==> src/rtl/mem_rd_arb_mux.sv <==
// Read-request arbiter/mux: N requesters share one downstream read port.
// A tag FIFO of source indices routes in-order responses back to their owners.
module mem_rd_arb_mux #(
    parameter int NUM_SRCS  = 2,
    parameter int ADDR_W    = 32,
    parameter int DATA_W    = 64,
    parameter int MAX_OUTST = 4,
    parameter int ARB_RR    = 0
) (
    input  logic                         clk,
    input  logic                         rst,
    input  logic [NUM_SRCS-1:0]          src_rd_req_val,
    input  logic [NUM_SRCS*ADDR_W-1:0]   src_rd_req_addr,
    output logic [NUM_SRCS-1:0]          src_rd_req_rdy,
    output logic [NUM_SRCS-1:0]          src_rd_resp_val,
    output logic [DATA_W-1:0]            src_rd_resp_data,
    input  logic [NUM_SRCS-1:0]          src_rd_resp_rdy,
    output logic                         dst_rd_req_val,
    output logic [ADDR_W-1:0]            dst_rd_req_addr,
    input  logic                         dst_rd_req_rdy,
    input  logic                         dst_rd_resp_val,
    input  logic [DATA_W-1:0]            dst_rd_resp_data,
    output logic                         dst_rd_resp_rdy,
    output logic [$clog2(MAX_OUTST+1)-1:0] outst_cnt
);

    localparam int SRC_W = $clog2(NUM_SRCS);
    localparam int PTR_W = (MAX_OUTST > 1) ? $clog2(MAX_OUTST) : 1;
    localparam int CNT_W = $clog2(MAX_OUTST + 1);

    logic [SRC_W-1:0] tag_mem [MAX_OUTST];
    logic [PTR_W-1:0] wr_ptr;
    logic [PTR_W-1:0] rd_ptr;
    logic [CNT_W-1:0] cnt;
    logic             full_q;
    logic             empty_q;
    logic [SRC_W-1:0] last_grant;

    logic [SRC_W-1:0] arb_base;
    logic [SRC_W-1:0] grant;
    logic [SRC_W-1:0] head;
    logic             full;
    logic             empty;
    logic             req_hs;
    logic             resp_hs;

    function automatic logic [PTR_W-1:0] ptr_inc(input logic [PTR_W-1:0] p);
        return (p == PTR_W'(MAX_OUTST - 1)) ? '0 : p + 1'b1;
    endfunction

    // While rst is high the block presents itself as freshly reset (empty FIFO, source 0 first).
    assign full     = full_q & ~rst;
    assign empty    = empty_q | rst;
    assign arb_base = rst ? SRC_W'(NUM_SRCS - 1) : last_grant;

    // Descending loops let the highest-priority candidate be the last (winning) assignment.
    always_comb begin
        // NOTE: every comb output gets a default first so no path leaves it unassigned (no latch).
        grant = '0;
        if (ARB_RR != 0) begin
            for (int off = NUM_SRCS; off >= 1; off--) begin
                int idx;
                idx = (int'(arb_base) + off) % NUM_SRCS;
                if (src_rd_req_val[SRC_W'(idx)]) grant = SRC_W'(idx);
            end
        end else begin
            for (int i = NUM_SRCS - 1; i >= 0; i--) begin
                if (src_rd_req_val[i]) grant = SRC_W'(i);
            end
        end
    end

    always_comb begin
        dst_rd_req_addr = '0;
        for (int i = 0; i < NUM_SRCS; i++) begin
            if (grant == SRC_W'(i)) dst_rd_req_addr = src_rd_req_addr[i*ADDR_W +: ADDR_W];
        end
        dst_rd_req_val        = (|src_rd_req_val) & ~full;
        src_rd_req_rdy        = '0;
        src_rd_req_rdy[grant] = dst_rd_req_rdy & ~full;
    end

    assign head = tag_mem[rd_ptr];

    always_comb begin
        src_rd_resp_val = '0;
        dst_rd_resp_rdy = 1'b0;
        if (!empty) begin
            src_rd_resp_val[head] = dst_rd_resp_val;
            dst_rd_resp_rdy       = src_rd_resp_rdy[head];
        end
    end

    assign src_rd_resp_data = dst_rd_resp_data;
    assign req_hs           = dst_rd_req_val & dst_rd_req_rdy;
    assign resp_hs          = dst_rd_resp_val & dst_rd_resp_rdy;
    assign outst_cnt        = cnt;

    // NOTE: tag storage has no reset; the pointers and count alone decide which entries are live.
    always_ff @(posedge clk) begin
        if (req_hs) tag_mem[wr_ptr] <= grant;
    end

    always_ff @(posedge clk) begin
        // NOTE: state registers use non-blocking assignments so every flop samples pre-edge values.
        if (rst) begin
            wr_ptr     <= '0;
            rd_ptr     <= '0;
            cnt        <= '0;
            full_q     <= 1'b0;
            empty_q    <= 1'b1;
            last_grant <= SRC_W'(NUM_SRCS - 1);
        end else begin
            if (req_hs) begin
                wr_ptr     <= ptr_inc(wr_ptr);
                last_grant <= grant;
            end
            if (resp_hs) rd_ptr <= ptr_inc(rd_ptr);
            case ({req_hs, resp_hs})
                2'b10: begin
                    cnt     <= cnt + 1'b1;
                    full_q  <= (cnt == CNT_W'(MAX_OUTST - 1));
                    empty_q <= 1'b0;
                end
                2'b01: begin
                    cnt     <= cnt - 1'b1;
                    full_q  <= 1'b0;
                    empty_q <= (cnt == CNT_W'(1));
                end
                default: ;
            endcase
        end
    end

endmodule

==> config.mk <==
export PLATFORM = sky130hd
export DESIGN_NAME = mem_rd_arb_mux
export DESIGN_NICKNAME = d
export VERILOG_FILES = /design/src/rtl/mem_rd_arb_mux.sv
export SDC_FILE = /design/constraint.sdc
export NUM_CORES = 1
export LEC_CHECK = 0
export CORE_AREA = 3 3 92 94
export CTS_CLUSTER_SIZE = 14
export DETAILED_ROUTE_END_ITERATION = 7
export DIE_AREA = 0 0 95 97
export GPL_ROUTABILITY_DRIVEN = 0
export GPL_TIMING_DRIVEN = 0
export PLACE_DENSITY_LB_ADDON = 0.3
export SLEW_MARGIN = 20
export SYNTH_ARGS = -nofsm -noshare
export SYNTH_HDL_FRONTEND = slang
export SYNTH_SLANG_ARGS = --single-unit
==> constraint.sdc <==
create_clock -name clk -period 3.45 [get_ports clk]
set_clock_uncertainty 0.1 [all_clocks]
set_input_delay 0.8625 -clock clk [delete_from_list [all_inputs] [get_ports clk]]
set_output_delay 0.8625 -clock clk [all_outputs]
set_load 0.005 [all_outputs]
# Word level (Yosys, flattened, before mapping)
# Memory sizes are Yosys's and may differ from the RTL's. A register that Yosys moved wholly into a read port is not among the register bits.
# Index checks and enable logic that the tools add are counted.
# totals
reg_bits	9
mem_bits_rw	4
inputBits	136
output_inout_bits	105
word_cells	54
n_memories	1
# op_classes
add_sub_neg	4
order_cmp	4
eq_ne	6
muxes	20
bitwise_logic	10
n_reduce_logical	4
# memory_table
memory	depth	word_bits	read_ports	rd_ports_with_merged_regs	write_ports	line_no	source
tag_mem	4	1	1	1	1	31	logic [SRC_W-1:0] tag_mem [MAX_OUTST];
# op_table
operator	n
32-bit two-way mux	1
2-bit two-way mux	5
1-bit two-way mux	9
2-bit equality test, second input constant	3
3-bit one-hot mux with 2 select lines	1
1-bit AND	5
2-bit by 1-bit adder with 2-bit output, second input constant	2
2-bit AND	2
1-bit by 2-bit less-than comparator with 1-bit output, second input constant	2
1-bit one-hot mux with 2 select lines	2
3-bit by 1-bit adder with 3-bit output, second input constant	1
3-bit by 1-bit equality test with 1-bit output, second input constant	1
3-bit by 2-bit equality test with 1-bit output, second input constant	1
3-bit by 1-bit subtractor with 3-bit output, second input constant	1
1-bit demux with 1-bit select	2
2-bit by 1-bit equality test with 1-bit output, second input constant	1
1-bit >= comparator, second input constant	2
1-bit logical AND	2
1-bit NOT	2
2-bit nonzero test	1
2-bit OR reduction	1
1-bit bitwise OR	1

# Longest topological paths before layout
# Gate-level depths: netlist (run 1).
# logic_depth
ltp_word	7
depth_mapped	8
depth_no_buf	7

# Least setup slack after synthesis (run 1)
# Ideal clock, no wire load.
# synth_path
path_type	input port to output port
from	in src_rd_req_val[1]
to	out dst_rd_req_addr[13]
arrival_time_ns	1.832
required_ns	2.487
path_slack_ns	0.655
stages	4
n_path_buf	2
path_cell_list	nor2b_1 > clkbuf_1 > buf_2 > mux2_2
# synth_between
elab_chain_len	3
# synth_lines
element	line_no	source
start, declared	12	input logic [NUM_SRCS-1:0] src_rd_req_val,
1-bit two-way mux (2 in series)	68	if (src_rd_req_val[i]) grant = SRC_W'(i);
named net grant	40	logic [SRC_W-1:0] grant;
32-bit two-way mux	76	if (grant == SRC_W'(i)) dst_rd_req_addr = src_rd_req_addr[i*ADDR_W +: ADDR_W];
end, declared	19	output logic [ADDR_W-1:0] dst_rd_req_addr,
# The timed path passes the listed nets, and every way through them passes these cells.

# Final worst setup path (run 1)
# layout_path
from	in src_rd_req_val[1]
to	out dst_rd_req_addr[9]
# layout_between
elab_chain_len	3
# layout_lines
element	line_no
1-bit two-way mux (2 in series)	68
32-bit two-way mux	76
# Every way passes these cells.

==> results of run 1 <==
==> how the worst max path moves through the flow <==
stage / cells after the start / end / slack [ps]
detailed placement: 6 / dst_rd_req_addr[14] / -590
CTS: 8 / dst_rd_req_addr[4] / -80
global route: 5 / src_rd_resp_val[1] / 230
finish: 8 / dst_rd_req_addr[9] / 320
global placement: 6 / dst_rd_req_addr[14] / -590
floorplan: 4 / dst_rd_req_addr[13] / 660
==> synthesized netlist by cell type, drive strengths merged <==
| master | number | share of area [%] |
|---|---|---|
| buf | 67 | 29 |
| mux2 | 34 | 22 |
| dfxtp | 11 | 13 |
| ha | 11 | 8.0 |
| nor2 | 10 | 2.2 |
| inv | 9 | 2.0 |
| a21oi | 6 | 1.7 |
| nor2b | 5 | 1.8 |
| and2 | 4 | 1.4 |
| edfxtp | 4 | 7.0 |
| clkbuf | 3 | 0.65 |
| nor3 | 3 | 0.87 |
| o21ai | 3 | 0.87 |
| and3 | 2 | 0.80 |
| mux2i | 2 | 1.4 |
| nand2 | 2 | 0.43 |
| nand4b | 2 | 1.0 |
| nor4bb | 2 | 1.2 |
| o31ai | 2 | 0.87 |
| a211oi | 1 | 0.43 |
| and3b | 1 | 0.51 |
| mux4 | 1 | 1.3 |
| nand2b | 1 | 0.36 |
| nand3 | 1 | 0.29 |
| nor3b | 1 | 0.43 |
| o21bai | 1 | 0.43 |
| xor2 | 1 | 0.51 |
==> layer usage <==
metal  track usage [%]  part of all wire (%)
met5                 0                  0.13
met4              2.66                  0.64
met3              6.30                    10
met2              27.2                    51
met1              19.0                    38
==> worst min-delay path: stages, from the launching register on <==
cell,delay [ps]
dfxtp_1,340
o31ai_1,70
a21oi_1,60
==> final cells by class <==
class | instances | share of cell area (%)
Timing Repair Buffer | 188 | 48.2
Multi-Input combinational cell | 96 | 22.5
Buffer | 70 | 14.7
Sequential cell | 15 | 8.99
Tap cell | 102 | 3.37
Clock buffer | 3 | 1.09
Inverter | 9 | 0.893
Clock inverter | 1 | 0.132
==> logic make-up after synthesis <==
group	synth area share, %
AO/OA/AOI/OAI	4.35
adder cells (fa/ha/maj)	7.97
flip-flops	19.7
XOR/XNOR	0.507
buffers and inverters	31.3
multiplexers	24.9
AND/OR/NAND/NOR	11.3
==> where the power goes <==
group / switching (mW) / internal [mW] / leakage, nW
sequential: 0.00774 / 0.190 / 0.127
clock: 0.0615 / 0.0799 / 0.0255
combinational: 0.114 / 0.279 / 1.53
==> repair_timing <==
action / 4_1_cts / 5_1_grt
gates resized for setup: 65 / 6
endpoints found under the setup margin: 36 / 16
setup buffers: 11 / 1
pin swaps: 0 / 0
hold buffers: 0 / 0
==> flow_summary_export.csv, run 1 <==
group,metric,value,unit
final_layout,final_layout_size_suffix_gt1_share,33.5,%
critical_path,r2r_cells,7,
global_routing,antenna_found_initial,1,
place,post-dp-hpwl,6.91,mm
min_path,hold_class,"reg2reg",
clock_tree,cts_buffers,3,
floorplanning,die_w,95,um
synthesis,synth-seq-area-share,19.7,%
critical_path,cp-start-kind,"primary input",
clock_tree,insertion_delay,250,ps
critical_path,critPathTopFamily,"buffers and inverters",
route,ant_nets,0,
min_path,hold_depth,2,
final_layout,insertedDiodeCount,0,
clock_tree,cts_root_buf,"clkbuf_8",
sta,hold_slack,414,ps
status,status,"finished clean",
route,wire_per_inst,15.9,um
route,drtIter0Drc,26,
global_routing,overflow,0,
place,port_buffers,176,
place,place_inst,468,
clock_tree,cts_buffer_depth,2,
synthesis,syn_area,1730,um2
route,finalWirelength,7.70,mm
clock_tree,cts.reportedPaths.clkPinSlew,60,ps
final_layout,post-route-util,49.0,%
critical_path,cp_max_fo,5,
final_layout,filler_cell_count,734,
place,placed_cell_area,3620,um2
power,power.total,0.732,mW
floorplanning,rows,32,
critical_path,cpPeakStageDelay,320,ps
critical_path,crit_slowest_cell,"mux2_2",
sta,fmax,0.320,GHz
final_layout,layout_common_cells,"clkdlybuf4s50_1, buf_4, mux2_2",
clock_tree,h-tree-depth,1,
synthesis,avgSynthCellArea,9.09,um2
job,maxCapViolCount,0,
sta,drv_slew,0,
sta,setup_violations,0,
final_layout,fin_cells,484,
floorplanning,coreArea,7730,um2
final_layout,multi_input_area,853,um2
floorplanning,die-area,9220,um2
critical_path,worst_ep_required_time,2490,ps
critical_path,end_kind,"output pin",
critical_path,cpMostUsedCell,"buf_8",
final_layout,final_common_cell,"clkdlybuf4s50_1",
sta,hold_violations,0,
critical_path,cp-startpoint,"src_rd_req_val[1]",
route,drc,0,
synthesis,yosysUniqueCellTypes,30,
route,vias,1940,
sta,worstMarginPinSlew,422,ps
sta,tns,0,ps
synthesis,ys_seq_elements,15,
route,first_pass_iters,2,
critical_path,r2r-end,"outst_cnt[1]$_SDFFE_PP0P_",
power,powerDensity,193,nW/um2
critical_path,worst-path-buf-inv,6,
critical_path,criticalPathCategory,"in2out",
floorplanning,num_io_pins,241,
clock_tree,cts_tree,"done",
power,p_leak,1.68,nW
place,dp_slack,-595,ps
min_path,min_delay_worst_endpoint,"wr_ptr[1]$_SDFFE_PP0P_",
power,max-vdd-ir-drop,0.110,mV
sta,finalCritPeriodShare,90.7,%
sta,rsz0062_at_grt,"false",
critical_path,reg2reg_slack,1100,ps
synthesis,syn_nets,337,
sta,finalWorstSetupSlack,320,ps
final_layout,register_area,340,um2
final_layout,nets,530,
critical_path,crit_chain,"dlymetal6s2s_1, nor2b_4, buf_8, buf_4, buf_8, buf_6, mux2_2, dlygate4sd2_1",
global_routing,grt_usage,16.0,%
synthesis,yosys_warnings,0,
floorplanning,start_util,22.3,%
global_routing,grt_pass1_vias,1939,
sta,relSlewSlack,71.7,%
synthesis,netlist_instances,190,
global_routing,grt_max_degree,11,
final_layout,area_growth_syn_to_layout,119,%
clock_tree,cts.sinks,15,
route,avgViaCountPerCell,4.01,
sta,post-route-min-period,3130,ps
final_layout,design_area,3780,um2
global_routing,grt_pass1_wl,11.2,mm
critical_path,cp_data_arrival_time,2170,ps
floorplanning,dieHeight,97,um
min_path,worstHoldStart,"wr_ptr[1]$_SDFFE_PP0P_",
Power figures use the tool's default switching activity.
==> inputs of run 2 (changes only) <==
--- a/config.mk
+++ b/config.mk
@@ -12,7 +12,8 @@
 export GPL_ROUTABILITY_DRIVEN = 0
 export GPL_TIMING_DRIVEN = 0
 export PLACE_DENSITY_LB_ADDON = 0.3
-export SLEW_MARGIN = 20
+export SKIP_CTS_REPAIR_TIMING = 1
+export SLEW_MARGIN = 30
 export SYNTH_ARGS = -nofsm -noshare
 export SYNTH_HDL_FRONTEND = slang
 export SYNTH_SLANG_ARGS = --single-unit
==> run 2 against run 1 <==
Compared with the run above:
- clock power about the same
- setup slack got worse by 9.1 ps
- via count increased by 0.31%
- non-clock buffer count rose by 2
- sequential share of layout area shrank 0.27 points
- highest routed layer unchanged
- first-iteration DRC count fell by 12%
- critical path type unchanged
- cell count grew 0.41%
==> flow_summary_export.csv, run 2 (synthesized netlist as in run 1, its figures left out) <==
group,metric,value,unit
power,clkPwrFrac,18.9,%
sta,finalCritPeriodShare,91.0,%
place,post-dp-hpwl,6.91,mm
final_layout,final_common_cell,"clkdlybuf4s50_1",
global_routing,grt_usage,15.7,%
critical_path,r2r_cells,7,
critical_path,r2r-end,"outst_cnt[1]$_SDFFE_PP0P_",
sta,setup_violations,0,
power,p_leak,1.93,nW
clock_tree,cts.reportedPaths.clkPinSlew,60,ps
power,power.total,0.744,mW
final_layout,layout_common_cells,"clkdlybuf4s50_1, buf_4, mux2_2",
route,vias,1946,
floorplanning,num_io_pins,241,
final_layout,post-route-util,50.5,%
route,avgViaCountPerCell,4.00,
critical_path,end_kind,"output pin",
clock_tree,cts_tree,"done",
final_layout,insertedDiodeCount,0,
final_layout,area_growth_syn_to_layout,126,%
final_layout,filler_cell_count,707,
floorplanning,die_w,95,um
critical_path,crit_slowest_cell,"clkdlybuf4s50_1",
critical_path,cp-start-kind,"primary input",
critical_path,cpPeakStageDelay,450,ps
sta,worstMarginPinSlew,400,ps
critical_path,crit_chain,"dlymetal6s2s_1, nor2b_4, buf_6, buf_4, mux2_2, clkdlybuf4s50_1",
clock_tree,cts_root_buf,"clkbuf_8",
sta,post-route-min-period,3140,ps
critical_path,cp_data_arrival_time,2180,ps
power,seqPwrFrac,26.6,%
clock_tree,cts_buffers,3,
clock_tree,insertion_delay,240,ps
critical_path,criticalPathCategory,"in2out",
final_layout,multi_input_area,853,um2
power,p_comb_share,54.5,%
place,place_inst,468,
power,p_int,0.560,mW
job,maxCapViolCount,0,
global_routing,overflow,0,
clock_tree,cts_buffer_depth,2,
critical_path,worst_ep_required_time,2490,ps
floorplanning,die-area,9220,um2
route,ant_nets,0,
final_layout,nets,532,
route,finalWirelength,7.84,mm
route,first_pass_iters,4,
status,status,"finished clean",
floorplanning,coreArea,7730,um2
route,drtIter0Drc,23,
sta,fmax,0.319,GHz
global_routing,grt_pass1_vias,1902,
critical_path,reg2reg_slack,1100,ps
power,max-vdd-ir-drop,0.110,mV
place,port_buffers,176,
power,switching_share,24.8,%
sta,rsz0062_at_grt,"false",
critical_path,crit_end,"dst_rd_req_addr[19]",
global_routing,grt_max_degree,14,
floorplanning,rows,32,
power,powerDensity,191,nW/um2
clock_tree,h-tree-depth,1,
route,drc,0,
final_layout,final_layout_size_suffix_gt1_share,33.6,%
power,p_switching,0.184,mW
floorplanning,start_util,22.3,%
final_layout,register_area,340,um2
min_path,hold_class,"reg2reg",
global_routing,antenna_found_initial,1,
sta,drv_slew,0,
floorplanning,dieHeight,97,um
sta,relSlewSlack,73.1,%
route,wire_per_inst,16.1,um
global_routing,grt_pass1_wl,11.0,mm
sta,hold_violations,0,
critical_path,cp_max_fo,4,
clock_tree,cts.sinks,15,
critical_path,cp-startpoint,"src_rd_req_val[0]",
final_layout,fin_cells,486,
[run 2: cell types whose count changed in the layout (fill, tap and decap cells not counted), moves of 2 or more]
cell,delta
buf_4,+2
clkdlybuf4s15_1,-2
dlymetal6s2s_1,+30
clkbuf_2,+4
buf_2,-3
clkdlybuf4s15_2,-2
buf_6,+2
dlygate4sd2_1,-28
[run 2: worst min-delay path by stage]
stage | start | to | slack, ps | depth (start not counted)
3_5_place_dp | outst_cnt[2]$_SDFFE_PP0P_ | outst_cnt[2]$_SDFFE_PP0P_ | 410 | 2
2_1_floorplan | full_q$_SDFFE_PP0P_ | full_q$_SDFFE_PP0P_ | 380 | 2
6_report | wr_ptr[1]$_SDFFE_PP0P_ | wr_ptr[1]$_SDFFE_PP0P_ | 420 | 2
3_3_place_gp | outst_cnt[2]$_SDFFE_PP0P_ | outst_cnt[2]$_SDFFE_PP0P_ | 410 | 2
5_1_grt | wr_ptr[1]$_SDFFE_PP0P_ | wr_ptr[1]$_SDFFE_PP0P_ | 450 | 2
4_1_cts | wr_ptr[1]$_SDFFE_PP0P_ | wr_ptr[1]$_SDFFE_PP0P_ | 420 | 2
[run 2: through the flow]
| step | setup slack (ps) | area (um2) | setup TNS (ps) | hold WS (ps) |
|---|---|---|---|---|
| after floorplan | 655 | 1730 | 0 | 376 |
| after global placement | -587 | 3620 | -17070 | 405 |
| after detailed placement | -595 | 3620 | -17390 | 406 |
| after CTS | -592 | 3660 | -17320 | 420 |
| after global routing | 277 | 3900 | 0 | 453 |
| final | 311 | 3900 | 0 | 423 |
[run 2: routing by layer]
metal	track usage [%]	part of all wire [%]	wire [um]	up-vias
li1	-	-	-	963
met1	18.6	37	2940	878
met2	26.4	51	3990	95
met3	6.38	10	820	8
met4	3.11	0.96	75	2
met5	0	0.17	13	-
[run 2: worst max-delay path: cells and delay by family]
family | cells | cell delay, ps
buf+inv | 4 | 840
mux | 1 | 310
simple gates | 1 | 150
[run 2: cell type report]
class,instances,area share (%)
clock inverters,1,0.128
multi-input cells,96,21.9
repair buffers,190,50.0
flip-flops and latches,15,8.72
plain buffers,70,14.0
clock buffers,3,1.06
well taps,102,3.27
inverters,9,0.866
[run 2: power groups by stage]
stage	logic (mW)	clock network [mW]	registers (mW)
floorplan	0.145	0	0.200
global placement	0.395	0	0.201
detailed placement	0.398	0	0.202
CTS	0.400	0.145	0.198
global route	0.436	0.154	0.199
finish	0.405	0.141	0.198
==> inputs of run 3 (changes only) <==
--- a/config.mk
+++ b/config.mk
@@ -5,6 +5,7 @@
 export SDC_FILE = /design/constraint.sdc
 export NUM_CORES = 1
 export LEC_CHECK = 0
+export CAP_MARGIN = 20
 export CORE_AREA = 3 3 92 94
 export CTS_CLUSTER_SIZE = 14
 export DETAILED_ROUTE_END_ITERATION = 7
==> results of run 3 <==
No change in the layout: final DEF, timing and power equal those of run 2.
==> variant: new RTL, settings of run 3 <==
The parameter `ARB_RR` goes from 0 to 1.
--- a/src/rtl/mem_rd_arb_mux.sv
+++ b/src/rtl/mem_rd_arb_mux.sv
@@ -5,7 +5,7 @@
     parameter int ADDR_W    = 32,
     parameter int DATA_W    = 64,
     parameter int MAX_OUTST = 4,
-    parameter int ARB_RR    = 0
+    parameter int ARB_RR    = 1
 ) (
     input  logic                         clk,
     input  logic                         rst,
Function: changed (a bounded check fails within 4 cycles, from zero or initial values and one cycle with rst high).
==> variant against run 3 <==
Area after synthesis up 3.8%; sequential cell count rose by 1; total power down 1.9%; critical path depth rose by 1; critical path type unchanged; combinational power fell by 6.2%; cell area is 0.16% higher; highest routed layer is now met4; setup slack got worse by 0.13 ns; routed wire length fell by 14%.
==> variant: results (changes against run 3) <==
Tot GR Track Use -> 0.1314 (-0.02537)
Port-buffer cells -> 175 (-0.57%)
Logic power comb -> 0.380 mW (-6.2%)
Critical-path top delay cell -> clkdlybuf4s50_1
Placed Cells -> 474 (+1.3%)
Synth warnings -> 0 (unchanged)
Worst vdd ir -> 0.0001148 V (+4.3%)
Iteration-0 DRC Markers -> 63 (+170%)
WP data arrival -> 2.31 ns (+0.13 ns)
Number of global-route vias before repair -> 1894 (-0.42%)
Sequential fraction of the synthesis area -> 0.2011 (+0.004016)
Routed wire per std cell -> 13.71 um (-15%)
Num CTS Buffers -> 3 (unchanged)
Crit-path max FO -> 5 (+1)
Leak -> 1.853 nW (-4.2%)
Final #Nets -> 535 (+0.56%)
ANT cells -> 0 (unchanged)
Fin crit period -> 3.269 ns (+0.1302 ns)
Synth top cells by count -> 65 x buf_4, 30 x mux2_2, 16 x nor2_1, 12 x dfxtp_1
R2r setup slk -> 1.16 ns (+0.06 ns)
HPWL Detailed -> 5805 um (-16%)
Netlist cell types -> 34 (+13%)
Clock group -> 0.138 mW
1st-pass router iterations -> 4 (unchanged)
Share of cells above drive strength 1 -> 0.3170 (-0.01893)
Status -> finished, final reports clean
WL final -> 6717 um (-14%)
Filler instances -> 704 (-0.42%)
Syn Nets -> 343 (+1.8%)
Synth top area cells -> buf_4 27%, mux2_2 19%, dfxtp_1 13%, ha_1 7.0%, edfxtp_1 6.7%
Pre-CTS setup slack -> -0.6215 ns (-0.02688 ns)
Post-Syn Area per Cell -> 9.095 um^2 (about the same)
Worst-Skew Late Latency -> 0.24 ns (about the same)
Clock transition at the registers of the reported paths -> 0.06 ns (about the same)
Most frequently used flop master after synthesis -> dfxtp_1
Via density -> 3.996 (-0.20%)
Sequential power -> 0.211 mW (+7%)
Number of synthesized flops with an enable pin -> 4 (unchanged)
Initial antenna violation count -> 0 (-1)
Largest net degree at the start of global routing -> 14 (unchanged)
Worst-margin pin slew -> 0.4676 ns (+0.06745 ns)
Maximum clock insertion buffer count -> 2 (unchanged)
First-pass GRT wire length -> 9660 um (-13%)
Net Sw Power -> 0.1707 mW (-7.3%)
[variant: cell count changes in the layout (fill, tap and decap cells not counted), sizes merged, moves of 5 or more]
cell	change
clkdlybuf4s50	+11
dlymetal6s2s	-8
nor2	+6
nand2	+5
[variant: per-stage QoR]
stage	hold slack, ns	cell area, um^2	TNS, ns
floorplan	0.3713	1792	0
global placement	0.3837	3671	-17.67
detailed placement	0.3958	3671	-18.12
CTS	0.4053	3716	-18.53
global route	0.4358	3908	0
finish	0.4019	3908	0
[variant: path summary, 6_finish.rpt]
path                               start                   endpoint  depth (start not counted)
setup / recovery       src_rd_req_val[0]        dst_rd_req_addr[15]                          7
setup reg to reg    tag_mem[0]$_DFFE_PP_  outst_cnt[0]$_SDFFE_PP0P_                          9
hold reg to reg   rd_ptr[0]$_SDFFE_PP0P_     rd_ptr[0]$_SDFFE_PP0P_                          2
hold / removal    rd_ptr[0]$_SDFFE_PP0P_     rd_ptr[0]$_SDFFE_PP0P_                          2
[variant: layer usage]
layer	part of all wire	wire length, um	vias to the layer above	track usage
met1	0.35	2349	862	0.1478
met5	0	0	-	0
met2	0.54	3615	114	0.2467
li1	-	-	978	-
met4	0.0082	55	0	0.01554
met3	0.10	697	4	0.03733
[variant: area by class of cell]
cell class                 instances  share of cell area
tap                              102             0.03266
clock inverter                     1           0.0009606
timing repair buffer             187              0.4877
clock buffer                       3             0.01057
buffer                            70              0.1412
inverter                          10            0.009606
sequential                        16             0.09222
multi-input combinational        101              0.2251
[variant: cells by family (layout without fill, tap and decap cells)]
group	count (synthesis)	after routing	synth area share
compound gates	13	13	0.04400
buf+inv	80	271	0.3114
simple gates	39	39	0.1201
fa+ha+maj	10	10	0.06983
xor+xnor	1	1	0.004889
mux	38	38	0.2486
flops	16	16	0.2011
